<file path="src/rtl/rr_arbiter4_if.sv">
// Request/grant bundle for the 4-way round-robin arbiter, plus read-only
// debug taps on the arbiter's state, round-robin pointer and hold counter.
interface rr_arbiter4_if;
  logic [3:0] req;
  logic [3:0] gnt;
  logic [1:0] sel;
  logic       busy;
  logic       dbg_state;     // 0 = IDLE, 1 = GRANTED
  logic [1:0] dbg_last;
  logic [7:0] dbg_hold_cnt;

  // Requesters raise req[i] and keep it high while they need the mux path.
  // gnt[i] high means requester i owns the path. There is no per-beat
  // valid/ready: ownership lasts until req[i] drops, or until the hold limit
  // is reached while another requester is waiting.
  modport master (
    output req,
    input  gnt, sel, busy, dbg_state, dbg_last, dbg_hold_cnt
  );

  modport slave (
    input  req,
    output gnt, sel, busy, dbg_state, dbg_last, dbg_hold_cnt
  );
endinterface

</file>
<file path="src/rtl/rr_arbiter4.sv">
// Four-requester round-robin arbiter with a bounded hold time. It drives a
// one-hot grant and a registered 4:1 mux select.
module rr_arbiter4 #(
  parameter int unsigned HOLD_MAX = 8
) (
  input  logic           clk,
  input  logic           rst,
  rr_arbiter4_if.slave   bus
);

  typedef enum logic {IDLE = 1'b0, GRANTED = 1'b1} state_t;

  localparam logic [7:0] HOLD_LIM = 8'(HOLD_MAX - 1);

  state_t     state;
  logic [3:0] gnt;
  logic [1:0] sel;
  logic       busy;
  logic [1:0] last;
  logic [7:0] hold_cnt;

  logic [3:0] owner_mask;
  logic [3:0] others;
  logic       release_now;
  logic [1:0] idle_pick;
  logic [1:0] next_pick;

  // First requester in the order base+1, base+2, base+3, base. Scanning from
  // farthest to nearest lets the nearest hit win without a loop break.
  function automatic logic [1:0] pick(input logic [3:0] r, input logic [1:0] base);
    logic [1:0] idx;
    pick = base;
    for (int k = 4; k >= 1; k--) begin
      idx = base + 2'(k);
      if (r[idx]) pick = idx;
    end
  endfunction

  // While GRANTED, sel always holds the owner index.
  always_comb begin
    owner_mask  = 4'b0001 << sel;
    others      = bus.req & ~owner_mask;
    release_now = ~(|(bus.req & owner_mask)) ||
                  ((hold_cnt == HOLD_LIM) && (|others));
    idle_pick   = pick(bus.req, last);
    next_pick   = pick(others, sel);
  end

  always_ff @(posedge clk or posedge rst) begin
    if (rst) begin
      state    <= IDLE;
      gnt      <= 4'b0000;
      sel      <= 2'b00;
      busy     <= 1'b0;
      last     <= 2'b11;
      hold_cnt <= 8'd0;
    end else begin
      case (state)
        IDLE: begin
          if (|bus.req) begin
            state    <= GRANTED;
            gnt      <= 4'b0001 << idle_pick;
            sel      <= idle_pick;
            busy     <= 1'b1;
            last     <= idle_pick;
            hold_cnt <= 8'd0;
          end
        end
        GRANTED: begin
          if (release_now) begin
            if (|others) begin
              // Hand over on the same edge so the path never idles.
              gnt      <= 4'b0001 << next_pick;
              sel      <= next_pick;
              last     <= next_pick;
              hold_cnt <= 8'd0;
            end else begin
              state    <= IDLE;
              gnt      <= 4'b0000;
              busy     <= 1'b0;
              hold_cnt <= 8'd0;
            end
          end else if (hold_cnt != HOLD_LIM) begin
            hold_cnt <= hold_cnt + 8'd1;
          end
        end
        default: begin
          state <= IDLE;
          gnt   <= 4'b0000;
          busy  <= 1'b0;
        end
      endcase
    end
  end

  assign bus.gnt          = gnt;
  assign bus.sel          = sel;
  assign bus.busy         = busy;
  assign bus.dbg_state    = state;
  assign bus.dbg_last     = last;
  assign bus.dbg_hold_cnt = hold_cnt;

endmodule
</file>
<file path="src/flat_wrapper.sv">
// flat-port wrapper written by rule: the top's interface ports become plain ports
module rr_arbiter4_flat 
#(
  parameter int unsigned HOLD_MAX = 8
)
  (clk, rst, bus_req, bus_gnt, bus_sel, bus_busy, bus_dbg_state, bus_dbg_last, bus_dbg_hold_cnt);
  rr_arbiter4_if bus_i ();
  input  logic clk;
  input  logic rst;
  input wire logic [$bits(bus_i.req)-1:0] bus_req;
  output wire logic [$bits(bus_i.gnt)-1:0] bus_gnt;
  output wire logic [$bits(bus_i.sel)-1:0] bus_sel;
  output wire logic [$bits(bus_i.busy)-1:0] bus_busy;
  output wire logic [$bits(bus_i.dbg_state)-1:0] bus_dbg_state;
  output wire logic [$bits(bus_i.dbg_last)-1:0] bus_dbg_last;
  output wire logic [$bits(bus_i.dbg_hold_cnt)-1:0] bus_dbg_hold_cnt;
  assign bus_i.req = bus_req;
  assign bus_gnt = bus_i.gnt;
  assign bus_sel = bus_i.sel;
  assign bus_busy = bus_i.busy;
  assign bus_dbg_state = bus_i.dbg_state;
  assign bus_dbg_last = bus_i.dbg_last;
  assign bus_dbg_hold_cnt = bus_i.dbg_hold_cnt;
  rr_arbiter4 #(.HOLD_MAX(HOLD_MAX)) u_core (.clk(clk), .rst(rst), .bus(bus_i));
endmodule
</file>
<file path="config.mk">
export PLATFORM = sky130hd
export DESIGN_NAME = rr_arbiter4_flat
export DESIGN_NICKNAME = d
export VERILOG_FILES = /design/src/rtl/rr_arbiter4_if.sv /design/src/rtl/rr_arbiter4.sv /design/src/flat_wrapper.sv
export SDC_FILE = /design/constraint.sdc
export NUM_CORES = 1
export LEC_CHECK = 0
export ABC_AREA = 0
export CORE_ASPECT_RATIO = 0.6
export CORE_MARGIN = 2
export CORE_UTILIZATION = 47
export CTS_CLUSTER_DIAMETER = 150
export CTS_CLUSTER_SIZE = 14
export DETAILED_ROUTE_END_ITERATION = 12
export PLACE_DENSITY = 0.8
export SYNTH_ARGS = -nofsm -noshare
export SYNTH_HDL_FRONTEND = slang
export SYNTH_SLANG_ARGS = --single-unit
</file>
<file path="constraint.sdc">
create_clock -name clk -period 3.85 [get_ports clk]
set_input_delay 0.5775 -clock clk [delete_from_list [all_inputs] [get_ports clk]]
set_output_delay 0.5775 -clock clk [all_outputs]
set_load 0.02 [all_outputs]
</file>
==> results of run 1 <==
path summary, 6_finish.rpt:
path                                                                to  cells past startpoint
max in group asynchronous                u_core.bus.sel[0]$_DFFE_PP0P_                      2
worst min-delay path                     u_core.bus.gnt[1]$_DFFE_PP0P_                      2
worst max-delay path                     u_core.bus.sel[1]$_DFFE_PP0P_                      7
worst min register to register           u_core.bus.gnt[1]$_DFFE_PP0P_                      2
worst max register to register           u_core.bus.sel[1]$_DFFE_PP0P_                      7
min in group asynchronous       u_core.bus.dbg_hold_cnt[0]$_DFFE_PP0P_                      2
cells in the final DEF (no fill, tap or decap), types with 4 or more instances in the layout:
cell	instances
nand2_1	9
a21oi_1	5
nand2b_1	4
clkbuf_8	4
inv_1	8
ha_1	5
and2b_1	4
nor2_1	5
nor3_1	5
dfrtp_1	16
nand3_1	5
nor3b_1	4
clkdlybuf4s50_1	23
or3_1	5
o21ai_0	9
cell families (layout without fill, tap and decap cells):
group | after synthesis | after routing | synth area share
compound gates | 42 | 42 | 0.231
xor+xnor | 2 | 2 | 0.0133
fa+ha+maj | 5 | 5 | 0.0473
buf+inv | 14 | 37 | 0.0483
flops | 18 | 18 | 0.343
mux | 7 | 7 | 0.0824
simple gates | 53 | 53 | 0.235
cells in the mapped netlist (2+ instances only):
cell,instances
o221ai_1,2
and3_1,2
a22oi_1,2
dfrtp_1,16
buf_2,3
a211oi_1,3
mux2i_1,3
nand2b_1,4
nor2_1,5
and2b_1,4
o21ai_0,9
a221oi_1,2
ha_1,5
nor3b_1,4
mux4_2,3
a21boi_1,2
a31oi_1,3
nor3_1,5
nand2_1,9
nor4_1,2
inv_1,8
or3_1,5
o21bai_1,2
a21oi_1,5
a221o_1,2
nand3_1,5
clkbuf_1,2
nand4_1,2
dfstp_2,2
metrics by stage:
step	area (sq um)	utilization
after global placement	1570	0.607
after detailed placement	1570	0.607
final	1630	0.628
after global routing	1630	0.628
after floorplan	1320	-
after CTS	1630	0.628
area by class of cell:
cell class,count,area [sq um],share of cell area
multi-input cells,109,805,0.494
repair buffers,25,245,0.151
well taps,32,40.0,0.0246
clock buffers,4,55.1,0.0338
flip-flops and latches,18,453,0.278
inverters,8,30.0,0.0184
sequential cells by signal, summed over array words and instances (netlist names):
signal                   cells
u_core.bus.busy              1
u_core.bus.dbg_hold_cnt      8
u_core.bus.dbg_last          2
u_core.bus.dbg_state         1
u_core.bus.gnt               4
u_core.bus.sel               2
power by group:
| group | switching [W] | total [W] | leakage [nW] | internal, W |
|---|---|---|---|---|
| logic | 0.000381 | 0.000727 | 0.430 | 0.000346 |
| clock network | 0.0000648 | 0.000156 | 0.0288 | 0.0000909 |
| registers | 0.0000807 | 0.000336 | 0.228 | 0.000255 |
| total | 0.000527 | 0.00122 | 0.687 | 0.000691 |
worst reg2reg max path, stage by stage (launching register included):
cell	delay, ns
dfrtp_1	0.54
inv_1	0.30
ha_1	0.25
and2b_1	0.23
nor4_1	0.68
o211ai_1	0.44
a31o_2	0.36
nand3_1	0.07
layer usage:
metal	wire length (um)	global-route usage
met5	0	0
met4	10	0.0370
met3	338	0.0647
met2	1410	0.339
met1	1690	0.361
==> results.ini, run 1 <==
[synthesis]
avgSynthCellArea_sq_um=9.37
synth_area_leaders=dfrtp_1, mux4_2, ha_1
ys.flop_type=dfrtp_1
synthCells=141
synth-edff-count=0
yosysWarnings=0
ys_seq_area_frac=0.343
ys_async_sr_fraction=1.00
ys_types=49
syn_nets=152
ys_seq_elements=18
syn_area_sq_um=1320
synth.top_cell.area_share=0.303
yosysTopAreaCell=dfrtp_1

[grt]
grt_max_degree=19
antenna_found_initial=0
grt_overflow=0
first_global_vias=1110
track_usage=0.236
grt_pass1_wl_um=5780

[drt]
drc_errors=0
ant_nets=0
drtIter0Drc=132
drt_wl_total_um=3460
route.detailed.vias_per_inst=6.46
wl_per_cell_um=17.6
firstDrtPassIters=4
vias=1266

[power_and_ir_drop]
pwr_density_cell_nw_per_um2=748
leakagePower_nw=0.687
ir_worst_vdd_mv=0.377
power.total_w=0.00122

[clock_tree]
cts_tree=built
post_cts_resized=0
clkTransAtPathRegs_ns=0.07
clockRootBuffer=clkbuf_8
htreeDepth=1
insertion_delay_ns=0.25
clock-sinks=18
cts_hold_buf=0
postCtsSetupBuffers=0
clockBufferDepth=2
cts_made_buffers=3

[place]
hpwl_um=2640
placed_cells=192
globalplace.congestion=0.937
io_buffers=23
place_ws_ns=0.813

[sta]
fmaxAchievable_mhz=341
final-max-slew-violation-count=0
postLayoutSetupSlackWorst_ns=0.920
fin_setup_tns_ns=0
fin_crit_sh=0.761
slew_headroom=0.480
worstMarginPinSlew_ns=0.772
period_minus_slack_ns=2.93
rsz0062_at_grt=no
setup_viol_count_final=0
finalHoldViolations=0
hold_slack_ns=0.531
fin_skew_ns=0.00240

[worst_setup_path]
worstSetupPathType=flip-flop to flip-flop
cp_slowest_stage_delay_ns=0.68
crit_required_ns=4.04
worstPathBufferInverterCount=1
startpoint=u_core.bus.sel[0]$_DFFE_PP0P_
slowest_stage=nor4_1
worstSetupEndpointType=flip-flop
timing.rr.start=u_core.bus.sel[0]$_DFFE_PP0P_
start_kind=flip-flop
cpLargestDelayFamily=simple AND/OR/NAND/NOR gates
arrival_ns=3.12
crit_chain=inv_1 -> ha_1 -> and2b_1 -> nor4_1 -> o211ai_1 -> a31o_2 -> nand3_1
r2r_slack_ns=0.92
crit_path_max_fanout=12

[worst_hold_path]
worstHoldStart=u_core.bus.gnt[1]$_DFFE_PP0P_
hold_path_class=flip-flop to flip-flop

[status]
status=completed

[floorplanning]
fp.dieArea_sq_um=3270
die_w_um=72.5
rows=14
fp.dieH_um=45.1
io_pins=24
start_util=0.510
core-area_sq_um=2590

[cells_and_area]
syn_to_final_growth_pct=23.2
drive_above_1_share=0.0976
nFillCells=233
diodes=0
final_cells=196
nNetsFinal=176

[flow_run]
drv_cap=0

No activity file was read; power rests on OpenSTA's default activity.
==> run 2, diff against run 1 <==
--- a/config.mk
+++ b/config.mk
@@ -12,7 +12,7 @@
 export CTS_CLUSTER_DIAMETER = 150
 export CTS_CLUSTER_SIZE = 14
 export DETAILED_ROUTE_END_ITERATION = 12
-export PLACE_DENSITY = 0.8
+export PLACE_DENSITY = 0.83
 export SYNTH_ARGS = -nofsm -noshare
 export SYNTH_HDL_FRONTEND = slang
 export SYNTH_SLANG_ARGS = --single-unit
==> constraint.sdc (replaced) <==
create_clock -name clk -period 2.4 [get_ports clk]
set_input_delay 0.36 -clock clk [delete_from_list [all_inputs] [get_ports clk]]
set_output_delay 0.36 -clock clk [all_outputs]
set_load 0.02 [all_outputs]
==> results.ini, run 2 (synthesis results as in run 1) <==
[status]
status=complete, but fails checks
violations=setup timing

[cells_and_area]
seq_area_sq_um=454
nNetsFinal=205
final_cells=225
largest_reg_flops=8
final_common_cell=buf_4
syn_to_final_growth_pct=44.1
final_cell_mix=buf_4, clkdlybuf4s50_1, dfrtp_1, nand2_1, o21ai_0
diodes=0
multiInputGateArea_sq_um=855
nFillCells=179
drive_above_1_share=0.280

[drt]
drt_wl_total_um=4210
vias=1449
ant_nets=0
route.detailed.vias_per_inst=6.44
drc_errors=0
wl_per_cell_um=18.7
firstDrtPassIters=5
drtIter0Drc=172

[worst_setup_path]
crit_path_max_fanout=5
crit_chain=ha_2 -> and2b_1 -> mux4_2 -> a22o_1 -> mux2_4 -> a221o_1
arrival_ns=2.56
worstSetupPathType=flip-flop to flip-flop
worstSetupEndpointType=flip-flop
slowest_stage=dfrtp_2
cpLargestDelayFamily=multiplexers
start_kind=flip-flop
r2r_slack_ns=-0.02
cp_slowest_stage_delay_ns=0.49
r2r_cells=6
worstPathBufferInverterCount=0
crit_required_ns=2.54
r2r-end=u_core.bus.gnt[0]$_DFFE_PP0P_
timing.rr.start=u_core.bus.sel[0]$_DFFE_PP0P_

[place]
placed_cells=220
place_ws_ns=-0.224
hpwl_um=3150
globalplace.congestion=0.985
io_buffers=23

[floorplanning]
start_util=0.510
core-area_sq_um=2590
fp.dieH_um=45.1
fp.dieArea_sq_um=3270
io_pins=24
die_w_um=72.5
rows=14

[sta]
fin_skew_ns=0.00304
fmaxAchievable_mhz=414
setup_viol_count_final=2
rsz0062_at_grt=yes
fin_crit_sh=1.01
postLayoutSetupSlackWorst_ns=-0.0173
finalHoldViolations=0
slew_headroom=0.522
fin_setup_tns_ns=-0.0236
worstMarginPinSlew_ns=0.715
final-max-slew-violation-count=0
period_minus_slack_ns=2.42

[clock_tree]
cts_made_buffers=3
clockBufferDepth=2
clkTransAtPathRegs_ns=0.07
htreeDepth=1
clockRootBuffer=clkbuf_8
insertion_delay_ns=0.26
clock-sinks=18
cts_tree=built

[grt]
first_global_vias=1400
grt_overflow=0
grt_max_degree=19
track_usage=0.279
antenna_found_initial=0
grt_pass1_wl_um=6750

[worst_hold_path]
hold_path_class=input pin to asynchronous set/reset pin

[power_and_ir_drop]
ir_worst_vdd_mv=0.668
pwr_density_cell_nw_per_um2=1250
power.total_w=0.00238
leakagePower_nw=0.837

[flow_run]
drv_cap=0

[run 2: area by class of cell]
| cell class | instances | share of cell area |
|---|---|---|
| multi-input combinational | 109 | 0.449 |
| timing repair buffer | 54 | 0.243 |
| sequential | 18 | 0.239 |
| clock buffer | 4 | 0.0289 |
| tap | 32 | 0.0210 |
| inverter | 8 | 0.0197 |
[run 2: through the flow]
| stage | util | area [sq um] | hold slack [ns] |
|---|---|---|---|
| global route | 0.735 | 1900 | 0.580 |
| detailed placement | 0.702 | 1820 | 0.530 |
| finish | 0.735 | 1900 | 0.504 |
| floorplan | - | 1370 | 0.297 |
| global placement | 0.702 | 1820 | 0.515 |
| CTS | 0.725 | 1880 | 0.544 |
[run 2: worst max path at each step]
stage	from	to	slack, ns	cells past startpoint
floorplan	u_core.bus.sel[0]$_DFFE_PP0P_	u_core.bus.gnt[2]$_DFFE_PP0P_	-0.06	8
global placement	bus_req[0]	u_core.bus.gnt[2]$_DFFE_PP0P_	-0.13	8
detailed placement	bus_req[0]	u_core.bus.gnt[0]$_DFFE_PP0P_	-0.22	6
CTS	u_core.bus.sel[0]$_DFFE_PP0P_	u_core.bus.dbg_last[0]$_DFFE_PP1P_	0.002	7
global route	u_core.bus.sel[1]$_DFFE_PP0P_	u_core.bus.gnt[0]$_DFFE_PP0P_	-0.07	7
finish	u_core.bus.sel[0]$_DFFE_PP0P_	u_core.bus.gnt[0]$_DFFE_PP0P_	-0.02	6
[run 2: where the power goes]
| group | leakage [nW] | switching, W | total (W) | internal [W] |
|---|---|---|---|---|
| registers | 0.227 | 0.000125 | 0.000536 | 0.000411 |
| clock network | 0.0288 | 0.000108 | 0.000254 | 0.000146 |
| logic | 0.581 | 0.000773 | 0.00159 | 0.000818 |
[run 2: repair_timing]
| item | 4_1_cts | 5_1_grt |
|---|---|---|
| resized for setup | 2 | 3 |
| setup buffers | 0 | 1 |
| setup endpoints to repair | 1 | 9 |
| gates cloned | 0 | 0 |
| pin swaps | 0 | 2 |
| hold buffers | 0 | 0 |
[run 2: metal layers]
metal  routed length (um)  up-vias  global-route usage
met3                  392       24              0.0737
met2                 1870      113               0.455
li1                     -      645                   -
met4                  119        0              0.0889
met5                    0        -                   0
met1                 1830      667               0.372
